**src/rtl/rggen_rtl_pkg.sv**
```systemverilog
// Shared types for the rggen register-block front end: bus access codes,
// response status codes and the adapter FSM state encoding.
package rggen_rtl_pkg;

    typedef enum logic [1:0] {
        RGGEN_POSTED_WRITE = 2'b01,
        RGGEN_READ         = 2'b10,
        RGGEN_WRITE        = 2'b11
    } rggen_access;

    typedef enum logic [1:0] {
        RGGEN_OKAY         = 2'b00,
        RGGEN_EXOKAY       = 2'b01,
        RGGEN_SLAVE_ERROR  = 2'b10,
        RGGEN_DECODE_ERROR = 2'b11
    } rggen_status;

    typedef enum logic [1:0] {
        IDLE     = 2'b00,
        BUSY     = 2'b01,
        RESPONSE = 2'b10
    } rggen_adapter_state_e;

    function automatic logic rggen_is_write(rggen_access access);
        return (access == RGGEN_WRITE) || (access == RGGEN_POSTED_WRITE);
    endfunction

endpackage

```
**src/rtl/rggen_adapter_timer.sv**
```systemverilog
// BUSY-phase watchdog for the adapter; only built when RGGEN_ADAPTER_TIMEOUT_EN
// is defined. Expires in the TIMEOUT_CYCLES-th consecutive busy cycle.
`ifdef RGGEN_ADAPTER_TIMEOUT_EN
module rggen_adapter_timer #(
    parameter int TIMEOUT_CYCLES = 255
) (
    input  logic clk,
    input  logic rst,
    input  logic busy,
    output logic expired
);

    localparam int                WIDTH = $clog2(TIMEOUT_CYCLES + 1);
    localparam logic [WIDTH-1:0]  LAST  = WIDTH'(TIMEOUT_CYCLES - 1);

    logic [WIDTH-1:0] count;

    // Held at zero outside BUSY, so every BUSY entry starts a fresh count.
    always_ff @(posedge clk) begin
        if (rst || !busy) begin
            count <= '0;
        end else if (count != LAST) begin
            count <= count + WIDTH'(1);
        end
    end

    assign expired = busy && (count == LAST);

endmodule
`endif

```
**src/rtl/rggen_mux.sv**
```systemverilog
// One-hot OR multiplexer: each entry is masked by its select bit and the
// results are ORed, so an all-zero select yields zero.
module rggen_mux #(
    parameter int WIDTH   = 1,
    parameter int ENTRIES = 1
) (
    input  logic [ENTRIES-1:0]       select,
    input  logic [WIDTH*ENTRIES-1:0] entries,
    output logic [WIDTH-1:0]         result
);

    always_comb begin
        result = '0;
        for (int i = 0; i < ENTRIES; i++) begin
            result = result | (entries[i*WIDTH+:WIDTH] & {WIDTH{select[i]}});
        end
    end

endmodule

```
**src/rtl/rggen_adapter_core.sv**
```systemverilog
// Bus-agnostic register-block front end: range-checks one bus request, broadcasts
// it to all registers and returns one response. Optional RGGEN_ADAPTER_TIMEOUT_EN.
module rggen_adapter_core
    import rggen_rtl_pkg::*;
#(
    parameter int                     ADDRESS_WIDTH       = 8,
    parameter int                     LOCAL_ADDRESS_WIDTH = 8,
    parameter int                     BUS_WIDTH           = 32,
    parameter int                     REGISTERS           = 1,
    parameter bit [ADDRESS_WIDTH-1:0] BASE_ADDRESS        = '0,
    parameter int                     BYTE_SIZE           = 256,
    parameter bit                     ERROR_STATUS        = 1'b0,
    parameter bit [BUS_WIDTH-1:0]     DEFAULT_READ_DATA   = '0,
    parameter int                     TIMEOUT_CYCLES      = 255
) (
    input  logic                               i_clk,
    input  logic                               i_rst,
    input  logic                               i_bus_valid,
    input  rggen_access                        i_bus_access,
    input  logic [ADDRESS_WIDTH-1:0]           i_bus_address,
    input  logic [BUS_WIDTH-1:0]               i_bus_write_data,
    input  logic [BUS_WIDTH-1:0]               i_bus_strobe,
    output logic                               o_bus_ready,
    output rggen_status                        o_bus_status,
    output logic [BUS_WIDTH-1:0]               o_bus_read_data,
    output logic                               o_register_valid,
    output rggen_access                        o_register_access,
    output logic [LOCAL_ADDRESS_WIDTH-1:0]     o_register_address,
    output logic [BUS_WIDTH-1:0]               o_register_write_data,
    output logic [BUS_WIDTH-1:0]               o_register_strobe,
    input  logic [REGISTERS-1:0]               i_register_active,
    input  logic [REGISTERS-1:0]               i_register_ready,
    input  logic [2*REGISTERS-1:0]             i_register_status,
    input  logic [BUS_WIDTH*REGISTERS-1:0]     i_register_read_data,
    output rggen_adapter_state_e               o_state
);

    localparam int          OFFSET_WIDTH   = $clog2(BYTE_SIZE);
    localparam rggen_status ERROR_RESPONSE = ERROR_STATUS ? RGGEN_DECODE_ERROR : RGGEN_OKAY;

    rggen_adapter_state_e state;
    rggen_adapter_state_e state_next;
    logic                 capture;
    logic                 resp_load;
    rggen_status          resp_status;
    logic [BUS_WIDTH-1:0] resp_data;
    logic                 in_range;
    logic                 any_active;
    logic                 selected_ready;
    logic                 timeout_expired;
    logic [1:0]           selected_status;
    logic [BUS_WIDTH-1:0] selected_data;

    // The window is aligned to its size, so comparing the bits above the offset suffices.
    assign in_range       = (i_bus_address >> OFFSET_WIDTH) == (BASE_ADDRESS >> OFFSET_WIDTH);
    assign any_active     = |i_register_active;
    assign selected_ready = |(i_register_active & i_register_ready);

    rggen_mux #(.WIDTH(2), .ENTRIES(REGISTERS)) u_status_mux (
        .select  (i_register_active),
        .entries (i_register_status),
        .result  (selected_status)
    );

    rggen_mux #(.WIDTH(BUS_WIDTH), .ENTRIES(REGISTERS)) u_data_mux (
        .select  (i_register_active),
        .entries (i_register_read_data),
        .result  (selected_data)
    );

`ifdef RGGEN_ADAPTER_TIMEOUT_EN
    rggen_adapter_timer #(.TIMEOUT_CYCLES(TIMEOUT_CYCLES)) u_timer (
        .clk     (i_clk),
        .rst     (i_rst),
        .busy    (state == BUSY),
        .expired (timeout_expired)
    );
`else
    assign timeout_expired = 1'b0;
`endif

    always_ff @(posedge i_clk) begin
        if (i_rst) begin
            state <= IDLE;
        end else begin
            state <= state_next;
        end
    end

    always_comb begin
        state_next  = state;
        capture     = 1'b0;
        resp_load   = 1'b0;
        resp_status = RGGEN_OKAY;
        resp_data   = '0;
        case (state)
            IDLE: begin
                if (i_bus_valid) begin
                    capture = 1'b1;
                    if (in_range) begin
                        state_next = BUSY;
                    end else begin
                        state_next  = RESPONSE;
                        resp_load   = 1'b1;
                        resp_status = ERROR_RESPONSE;
                        resp_data   = rggen_is_write(i_bus_access) ? '0 : DEFAULT_READ_DATA;
                    end
                end
            end
            BUSY: begin
                // Ready arriving in the expiry cycle takes priority over the timeout.
                if (!any_active) begin
                    state_next  = RESPONSE;
                    resp_load   = 1'b1;
                    resp_status = ERROR_RESPONSE;
                    resp_data   = rggen_is_write(o_register_access) ? '0 : DEFAULT_READ_DATA;
                end else if (selected_ready) begin
                    state_next  = RESPONSE;
                    resp_load   = 1'b1;
                    resp_status = rggen_status'(selected_status);
                    resp_data   = rggen_is_write(o_register_access) ? '0 : selected_data;
                end else if (timeout_expired) begin
                    state_next  = RESPONSE;
                    resp_load   = 1'b1;
                    resp_status = RGGEN_SLAVE_ERROR;
                    resp_data   = rggen_is_write(o_register_access) ? '0 : DEFAULT_READ_DATA;
                end
            end
            RESPONSE: state_next = IDLE;
            default:  state_next = IDLE;
        endcase
    end

    always_ff @(posedge i_clk) begin
        if (i_rst) begin
            o_register_access     <= rggen_access'(2'b00);
            o_register_address    <= '0;
            o_register_write_data <= '0;
            o_register_strobe     <= '0;
            o_bus_status          <= RGGEN_OKAY;
            o_bus_read_data       <= '0;
        end else begin
            if (capture) begin
                o_register_access     <= i_bus_access;
                o_register_address    <= i_bus_address[LOCAL_ADDRESS_WIDTH-1:0];
                o_register_write_data <= i_bus_write_data;
                o_register_strobe     <= i_bus_strobe;
            end
            if (resp_load) begin
                o_bus_status    <= resp_status;
                o_bus_read_data <= resp_data;
            end
        end
    end

    assign o_register_valid = (state == BUSY);
    assign o_bus_ready      = (state == RESPONSE);
    assign o_state          = state;

`ifdef RGGEN_ENABLE_SVA
    a_onehot_active: assert property (
        @(posedge i_clk) disable iff (i_rst) (state == BUSY) |-> $onehot0(i_register_active)
    );
`endif

endmodule

```
**config.mk**
```make
export PLATFORM = sky130hd
export DESIGN_NAME = rggen_adapter_core
export DESIGN_NICKNAME = d
export VERILOG_FILES = /design/src/rtl/rggen_rtl_pkg.sv /design/src/rtl/rggen_adapter_timer.sv /design/src/rtl/rggen_mux.sv /design/src/rtl/rggen_adapter_core.sv
export SDC_FILE = /design/constraint.sdc
export NUM_CORES = 1
export LEC_CHECK = 0
export ABC_AREA = 1
export ABC_CLOCK_PERIOD_IN_PS = 1350
export CORE_MARGIN = 5
export CORE_UTILIZATION = 40
export CTS_CLUSTER_DIAMETER = 60
export DETAILED_ROUTE_END_ITERATION = 8
export GPL_ROUTABILITY_DRIVEN = 0
export GPL_TIMING_DRIVEN = 0
export PLACE_DENSITY = 0.9
export SYNTH_ARGS = -nofsm -noshare
export SYNTH_HDL_FRONTEND = slang
export SYNTH_SLANG_ARGS = --single-unit
```
**constraint.sdc**
```tcl
create_clock -name i_clk -period 1.35 [get_ports i_clk]
set_input_delay 0.27 -clock i_clk [delete_from_list [all_inputs] [get_ports i_clk]]
set_output_delay 0.27 -clock i_clk [all_outputs]
set_load 0.005 [all_outputs]
```
==> reports/metrics.yaml, run 1 <==
worst_setup_path:
  crit_path_max_incr_delay_ns: 0.36
  critPathMaxFanout: 10
  crit_type: "flip-flop to flip-flop"
  cp_top_family: "buffers and inverters"
  critPathLaunchType: "flip-flop"
  cp_data_required_time_ns: 1.60
  path_cells: "inv_2 -> nor2_4 -> buf_4 -> nand2_2 -> buf_6 -> buf_6 -> nor2_1 -> nor2_1"
  end_kind: "flip-flop"
  worst_ep_arrival_time_ns: 1.54
  slowest_stage: "dfxtp_2"
  crit_buf_inv: 4
logic_synthesis:
  yosys.area.top_type_share_pct: 51.1
  syn_area_mm2: 0.00431
  synth_area_leaders: "dfxtp_1 51%, nor2_1 22%, o21ai_0 7.5%"
  yosys_register_bits: 110
  ys_types: 17
  yosys_warnings: 0
  synth_largest_area_cell: "dfxtp_1"
  syn_inst: 620
  postSynthNetCount: 733
  yosysSeqAreaShare_pct: 51.1
  synth_area_per_cell_um2: 6.95
sta:
  tightest_slew_ns: 0.422
  finClkSkew_ns: 0.0122
  setup_violations: 0
  final_hold_viol_count: 0
  relSlewSlack_pct: 71.9
  rsz0062_at_grt: "yes"
  setup-tns-final_ns: 0
  fmax_ghz: 0.775
  finalMaxSlewViolations: 0
  post-route-period-util_pct: 95.5
  whs_ns: 0.263
  period_needed_ns: 1.29
placed_design:
  postPlaceCellArea_mm2: 0.00673
  portBuffers: 224
  hpwl_um: 10300
drt:
  drt_first_pass_iters: 4
  drcViolationCount: 0
  drt_iter0_drc: 255
  antenna_left: 0
  vias: 4481
  vias_per_cell: 4.47
  drt-total-wl_um: 13500
  drt-wirelength-per-cell_um: 13.4
clock_network:
  cts_root_buf: "clkbuf_8"
  ctsHoldBuffers: 0
  path_clk_slew_ns: 0.11
  htree_levels: 3
  clockBufferDepth: 2
  cts_made_buffers: 9
  clock_latency_ns: 0.35
  cts_sinks: 110
  cts_tree: "done"
power_and_ir_drop:
  p_leak_nw: 3.54
  power_frac_seq_pct: 49.6
  total_power_mw: 7.36
  internal_power_mw: 5.32
  p_per_area_mw_per_mm2: 1060
  pwr-share-comb_pct: 21.4
  max-vdd-ir-drop_mv: 0.587
  swShare_pct: 27.7
  switchingPower_mw: 2.04
  p_clk_share_pct: 29.0
global_routing:
  antenna_found_initial: 0
  grt_max_degree: 20
  grt_pass1_wl_um: 20500
  grt_overflow_total: 0
  grt_pass1_vias: 4272
  track_usage_pct: 19.8
floorplanning:
  ios: 225
  fp-row-count: 38
  coreArea_mm2: 0.0107
  die_h_um: 114
  die_w_um: 114
  initial_core_util_pct: 40.3
  die-area_mm2: 0.0130
final_layout:
  final_nets: 971
  drive_above_1_share_pct: 12.2
  area_growth_pct: 60.6
  final_cell_mix: "245 x nor2_1, 111 x clkdlybuf4s50_1, 110 x dlygate4sd2_1"
  final_common_cell: "nor2_1"
  insertedDiodeCount: 0
  final_area_mm2: 0.00692
  final_util_pct: 64.7
run:
  cap_violations: 0
status:
  status: "finished, final reports clean"
hold_path:
  hp-class: "primary input to flip-flop"
==> power groups by stage <==
stage | sequential [mW] | clock, mW | combinational, mW
2_1_floorplan | 3.74 | 0 | 0.644
3_3_place_gp | 3.71 | 0 | 1.70
3_5_place_dp | 3.72 | 0 | 1.73
4_1_cts | 3.65 | 2.20 | 1.55
5_1_grt | 3.69 | 2.34 | 1.75
6_report | 3.66 | 2.13 | 1.57
==> Yosys cell counts (all sizes together) <==
cell type and n:
nor2 249, dfxtp 110, nand2 83, o21ai 74, inv 60, buf 26, clkbuf 12, a21oi 3
nand3 3
==> worst register-to-register path: cells and delay by family, from the launching register on <==
kind / cells / cell delay [ns]
buffers and inverters: 4 / 0.47
DFF: 1 / 0.36
and+or+nand+nor: 4 / 0.35
==> worst paths after layout <==
kind	cells past startpoint	from	slack, ns	endpoint
max reg2reg	8	o_state[0]$_SDFFE_PP0P_	0.06	o_bus_read_data[27]$_SDFFE_PP0P_
min	2	i_rst	0.26	o_bus_status[1]$_SDFFE_PP0P_
min reg2reg	2	o_bus_status[1]$_SDFFE_PP0P_	0.47	o_bus_status[1]$_SDFFE_PP0P_
max	8	o_state[0]$_SDFFE_PP0P_	0.06	o_bus_read_data[27]$_SDFFE_PP0P_
==> metal layers <==
metal / part of all wire [%] / wire [um] / track usage, % / vias to the layer above
met5: 0 / 0 / 0 / -
li1: - / - / - / 2331
met2: 50 / 6720 / 36.0 / 161
met3: 11 / 1450 / 8.54 / 13
met1: 38 / 5120 / 20.6 / 1976
met4: 1.5 / 197 / 5.70 / 0
==> flip-flops by register name, summed over array words and instances, names as in the netlist <==
name,flops
o_register_strobe,32
o_state,2
o_register_address,8
o_bus_status,2
o_register_write_data,32
o_register_access,2
o_bus_read_data,32
==> final cells by class <==
cell class	instances	area, um^2
sequential	110	2260
inverter	60	228
clock inverter	6	77.6
buffer	38	243
multi-input combinational	412	1670
tap	140	175
timing repair buffer	227	2130
clock buffer	10	138
fill	946	3770
==> what timing repair did <==
item | in CTS | in global routing
pin swaps | 0 | 1
endpoints found under the setup margin | 167 | 54
setup buffers | 0 | 3
hold endpoints to repair | 0 | 0
resized for setup | 166 | 31
==> cells by family after synthesis <==
kind of cell | Yosys count | synth area share (%)
flops | 110 | 51.1
simple gates | 335 | 29.6
compound gates | 77 | 8.94
buf+inv | 98 | 10.4
==> stage by stage <==
step,cells,setup WS (ns)
floorplan,620,0.219
global placement,984,-0.616
detailed placement,984,-0.638
CTS,1000,-0.0727
global route,1003,-0.0188
finish,1003,0.0603
Note: power is estimated with default switching activity, not from simulation.
==> inputs of run 2 (changes only) <==
CORE_MARGIN = 2   (was 5)
CTS_CLUSTER_SIZE = 12   (was unset)
==> run 2 against run 1 <==
Critical path depth unchanged. Routed wire length shrank 3.0%. Worst setup slack worse by 0.026 ns. Worst hold slack got worse by 0.016 ns. Cell count fell by 0.40%. Largest power group unchanged. Register-to-register slack got worse by 0.03 ns. Clock power down 15%. Critical path type unchanged. Clock skew is 0.0016 ns lower. Sequential power hardly changed. First-iteration DRC count down 16%. Largest cell class unchanged. Non-clock buffer count stayed put.
==> reports/metrics.yaml, run 2 (same netlist as run 1, synthesis figures left out) <==
power_and_ir_drop:
  p_leak_nw: 3.53
  total_power_mw: 7.04
  max-vdd-ir-drop_mv: 0.626
  p_per_area_mw_per_mm2: 1020
clock_network:
  htree_levels: 3
  clockBufferDepth: 2
  clock_latency_ns: 0.36
  ctsHoldBuffers: 0
  cts_made_buffers: 9
  cts_tree: "done"
  cts_sinks: 110
  path_clk_slew_ns: 0.11
  cts_root_buf: "clkbuf_8"
sta:
  post-route-period-util_pct: 97.5
  setup_violations: 0
  final_hold_viol_count: 0
  fmax_ghz: 0.760
  rsz0062_at_grt: "yes"
  whs_ns: 0.247
  tightest_slew_ns: 0.416
  relSlewSlack_pct: 72.2
  period_needed_ns: 1.32
  finClkSkew_ns: 0.0106
  finalMaxSlewViolations: 0
  timing.final.ws_setup_ns: 0.0340
  setup-tns-final_ns: 0
final_layout:
  fin_cells: 999
  reg_top3: "o_bus_read_data: 32 flops, o_register_strobe: 32 flops, o_register_write_data: 32 flops"
  area_growth_pct: 59.5
  final_common_cell: "nor2_1"
  fillCellCount: 931
  final_nets: 971
  final_cell_mix: "243 x nor2_1, 110 x clkdlybuf4s50_1, 110 x dlygate4sd2_1"
  final_area_mm2: 0.00687
  insertedDiodeCount: 0
  drive_above_1_share_pct: 13.1
  final_util_pct: 66.0
placed_design:
  place_ws_ns: -0.635
  hpwl_um: 10000
  dpl.cell_count: 980
  postPlaceCellArea_mm2: 0.00672
  portBuffers: 224
global_routing:
  antenna_found_initial: 0
  grt_pass1_vias: 4380
  grt_pass1_wl_um: 20400
  track_usage_pct: 22.3
  grt_overflow_total: 0
  grt_max_degree: 19
worst_setup_path:
  worst_ep_arrival_time_ns: 1.56
  worstSetupStartpoint: "o_state[0]$_SDFFE_PP0P_"
  r2r_slack_ns: 0.03
  critPathMaxFanout: 10
  critPathLaunchType: "flip-flop"
  r2r-end: "o_bus_read_data[21]$_SDFFE_PP0P_"
  end_kind: "flip-flop"
  crit_path_max_incr_delay_ns: 0.36
  path_cells: "inv_2 -> nor2_4 -> buf_4 -> nand2_2 -> buf_6 -> buf_6 -> nor2_1 -> nor2_1"
  cp_top_family: "buffers and inverters"
  slowest_stage: "dfxtp_2"
  rr_worst_depth: 8
  regToRegStartpoint: "o_state[0]$_SDFFE_PP0P_"
  crit_buf_inv: 4
  cp_data_required_time_ns: 1.60
  crit_type: "flip-flop to flip-flop"
hold_path:
  min_from: "i_rst"
  whs_endpoint: "o_state[0]$_SDFFE_PP0P_"
  hold_depth: 2
  hp-class: "primary input to flip-flop"
floorplanning:
  die_h_um: 108
  coreArea_mm2: 0.0104
  fp-row-count: 37
  die_w_um: 108
  initial_core_util_pct: 41.4
  ios: 225
  die-area_mm2: 0.0116
drt:
  antenna_left: 0
  drcViolationCount: 0
  route.met2.wl_um: 6460
  drt-wirelength-per-cell_um: 13.1
  vias_per_cell: 4.57
  drt_first_pass_iters: 4
  routed.top_layer: "met4"
  drt_iter0_drc: 213
  drt-total-wl_um: 13100
  wl_met3_um: 1200
  vias: 4570
  wl_met1_um: 5120
run:
  cap_violations: 0
status:
  status: "finished, final reports clean"
-- run 2: layout make-up --
cell class / instances / area (um^2) / area share, %
sequential: 110 / 2260 / 32.9
multi-input combinational: 412 / 1670 / 24.4
buffer: 38 / 243 / 3.53
clock inverter: 7 / 48.8 / 0.710
inverter: 60 / 228 / 3.31
tap: 136 / 170 / 2.48
clock buffer: 9 / 124 / 1.80
timing repair buffer: 227 / 2120 / 30.9
-- run 2: how the worst max path moves through the flow --
| stage | to | slack, ns | cells after the start |
|---|---|---|---|
| after floorplan | o_bus_read_data[0]$_SDFFE_PP0P_ | 0.22 | 7 |
| after global placement | o_register_address[0]$_SDFFE_PP0P_ | -0.60 | 6 |
| after detailed placement | o_register_address[6]$_SDFFE_PP0P_ | -0.64 | 6 |
| after CTS | o_register_valid | -0.08 | 3 |
| after global routing | o_register_strobe[10]$_SDFFE_PP0P_ | -0.01 | 7 |
| final | o_bus_read_data[21]$_SDFFE_PP0P_ | 0.03 | 8 |
-- run 2: timing repair --
item	in CTS	in global routing
endpoints found under the setup margin	169	79
endpoints found under the hold margin	0	0
pin swaps	0	1
resized for setup	172	29
setup buffers	1	2
-- run 2: report_power, final --
part | internal (mW) | total [mW] | switching (mW)
Combinational | 0.835 | 1.56 | 0.728
Clock | 0.681 | 1.82 | 1.14
Sequential | 3.53 | 3.66 | 0.122
-- run 2: per-layer routing --
layer  global-route usage (%)  up-vias
li1                         -     2333
met3                     7.87       26
met4                     7.33        0
met5                        0        -
met2                     41.2      182
met1                     23.3     2029
==> inputs of run 3 (changes only) <==
ABC_AREA = unset   (was 1)
CORE_UTILIZATION = 38   (was 40)
PLACE_DENSITY = 0.89   (was 0.9)
TNS_END_PERCENT = 30   (was unset)
==> run 3 against run 2 <==
Register-to-register slack got worse by 0.18 ns. Worst hold slack better by 0.011 ns. Clock skew rose by 0.0024 ns. Non-clock buffer count grew 17. Count of clock-buffer cells in the layout grew 2. Design area rose by 1.6%. Largest cell class unchanged. The flow now finishes with violations (negative setup slack). Sequential share of layout area shrank 0.19 points. Die area fell by 1.9%. Total power is 3.2% lower.
==> reports/metrics.yaml, run 3 <==
floorplanning:
  coreArea_mm2: 0.0103
  fp-row-count: 37
  die_w_um: 107
  ios: 225
  die-area_mm2: 0.0114
  initial_core_util_pct: 39.1
  die_h_um: 107
run:
  cap_violations: 0
status:
  status: "finished with violations"
  violations: "negative setup slack"
clock_network:
  htree_levels: 3
  cts_tree: "done"
  cts_made_buffers: 9
  path_clk_slew_ns: 0.10
  cts_root_buf: "clkbuf_8"
  clock_latency_ns: 0.36
  ctsHoldBuffers: 0
  cts_sinks: 110
  clockBufferDepth: 2
worst_setup_path:
  crit_type: "flip-flop to flip-flop"
  slowest_stage: "or3b_4"
  path_cells: "buf_6 -> or3b_4 -> buf_12 -> clkbuf_16 -> nand2_1 -> a21oi_1"
  crit_buf_inv: 3
  cp_data_required_time_ns: 1.57
  critPathLaunchType: "flip-flop"
  worst_ep_arrival_time_ns: 1.72
  cp_top_family: "simple AND/OR/NAND/NOR gates"
  crit_path_max_incr_delay_ns: 0.42
  end_kind: "flip-flop"
  critPathMaxFanout: 7
drt:
  vias: 4462
  drt_first_pass_iters: 4
  vias_per_cell: 5.08
  drt-total-wl_um: 14200
  antenna_left: 0
  drt-wirelength-per-cell_um: 16.2
  drcViolationCount: 0
  drt_iter0_drc: 214
power_and_ir_drop:
  power_frac_seq_pct: 51.8
  internal_power_mw: 4.98
  pwr-share-comb_pct: 20.2
  p_clk_share_pct: 28.0
  p_per_area_mw_per_mm2: 975
  switchingPower_mw: 1.83
  swShare_pct: 26.9
  max-vdd-ir-drop_mv: 0.687
  p_leak_nw: 3.08
global_routing:
  antenna_found_initial: 0
  grt_overflow_total: 0
  track_usage_pct: 23.4
  grt_pass1_wl_um: 21400
  grt_max_degree: 19
  grt_pass1_vias: 4431
final_layout:
  area_growth_pct: 74.1
  seqCellArea_mm2: 0.00229
  reg_top3: "o_bus_read_data: 32 flops, o_register_strobe: 32 flops, o_register_write_data: 32 flops"
  fillCellCount: 824
  final_common_cell: "nand2_1"
  final_cell_mix: "123 x nand2_1, 109 x clkdlybuf4s50_1, 108 x dlygate4sd2_1"
  multi_input_comb_area_mm2: 0.00171
  final_nets: 850
  final_area_mm2: 0.00699
  drive_above_1_share_pct: 23.3
  insertedDiodeCount: 0
logic_synthesis:
  synth_edf_count: 0
  synth_largest_area_cell: "dfxtp_1"
  yosysSeqAreaShare_pct: 54.9
  postSynthNetCount: 603
  syn_area_mm2: 0.00401
  yosys_warnings: 0
  synth_area_per_cell_um2: 8.19
  async_flop_share_pct: 0
  yosys.area.top_type_share_pct: 54.9
  ys_types: 20
  syn_inst: 490
  synth_commonest_cells: "148 x nand2_1, 110 x dfxtp_1, 109 x a21oi_1, 34 x nand4_1, 24 x o21ai_0"
  yosys_register_bits: 110
  ys.flop_type: "dfxtp_1"
  yosysMostFrequentCell: "nand2_1"
  synth_area_leaders: "dfxtp_1 55%, nand2_1 14%, a21oi_1 14%"
sta:
  fmax_ghz: 0.668
  finClkSkew_ns: 0.0129
  finalMaxSlewViolations: 0
  period_needed_ns: 1.50
  tightest_slew_ns: 0.627
  final_hold_viol_count: 0
  relSlewSlack_pct: 58.2
  rsz0062_at_grt: "yes"
  setup_violations: 76
  timing.final.ws_setup_ns: -0.147
  post-route-period-util_pct: 111
hold_path:
  hp-class: "primary input to flip-flop"
placed_design:
  portBuffers: 222
  postPlaceCellArea_mm2: 0.00641
  place_ws_ns: -0.539
  hpwl_um: 10300
run 3: cell types whose count changed in the layout (fill, tap and decap cells not counted), sizes merged, moves of 34 or more:
cell	delta
nor2	-248
a21oi	+106
nand2	+65
inv	-60
o21ai	-40
nand4	+34
run 3: final timing paths:
| path | start | endpoint | slack, ns | cells after the start |
|---|---|---|---|---|
| setup / recovery | o_state[1]$_SDFFE_PP0P_ | o_register_write_data[15]$_SDFFE_PP0P_ | -0.15 | 6 |
| hold / removal | i_register_ready | o_bus_read_data[11]$_SDFFE_PP0P_ | 0.26 | 3 |
| hold reg to reg | o_register_write_data[5]$_SDFFE_PP0P_ | o_register_write_data[5]$_SDFFE_PP0P_ | 0.46 | 2 |
| setup reg to reg | o_state[1]$_SDFFE_PP0P_ | o_register_write_data[15]$_SDFFE_PP0P_ | -0.15 | 6 |
run 3: timing repair:
item,CTS,global route
buffers inserted,8,3
pin swaps,0,28
endpoints found under the hold margin,0,0
resized for setup,195,83
gates cloned,0,4
endpoints found under the setup margin,211,108
run 3: area by class of cell:
class / instances / share of cell area, %
Inverter: 1 / 0.233
Clock inverter: 5 / 0.591
Buffer: 45 / 4.58
Sequential cell: 110 / 32.8
Timing Repair Buffer: 237 / 32.7
Tap cell: 136 / 2.44
Multi-Input combinational cell: 333 / 24.5
Clock buffer: 11 / 2.17
run 3: logic make-up (layout without fill, tap and decap cells):
| family | Yosys count | in the layout | synth area share [%] |
|---|---|---|---|
| AND/OR/NAND/NOR | 190 | 190 | 20.5 |
| AO/OA/AOI/OAI | 143 | 143 | 17.8 |
| flip-flops | 110 | 110 | 54.9 |
| buffers and inverters | 47 | 299 | 6.76 |
run 3: worst reg2reg max path, cell delays in order (launching register included):
cell and delay, ns:
dfxtp_4 0.36, buf_6 0.12, or3b_4 0.42, buf_12 0.17, clkbuf_16 0.15, nand2_1 0.08, a21oi_1 0.07
run 3: power by group through the flow:
stage | logic [mW] | clock network, mW | registers, mW
2_1_floorplan | 0.460 | 0 | 3.58
3_3_place_gp | 1.24 | 0 | 3.56
3_5_place_dp | 1.27 | 0 | 3.57
4_1_cts | 1.21 | 1.95 | 3.51
5_1_grt | 1.48 | 2.07 | 3.55
6_report | 1.38 | 1.91 | 3.53
run 3: through the flow:
stage                     TNS [ns]  total power [mW]  util (%)  cells  hold WS, ns
final                        -6.57              6.81      68.0    878        0.258
after CTS                   -10.22              6.67      64.6    872        0.238
after floorplan                  0              4.04         -    490        0.406
after global placement      -38.49              4.80      62.3    848        0.442
after global routing         -9.45              7.10      68.0    878        0.259
after detailed placement    -43.02              4.85      62.3    848        0.447
run 3: per-layer routing:
metal	vias up	track usage (%)	wire length [um]
met4	0	7.42	267
met1	2083	26.4	5420
li1	2152	-	-
met5	-	0	0
met3	23	6.32	1170
met2	204	42.8	7380
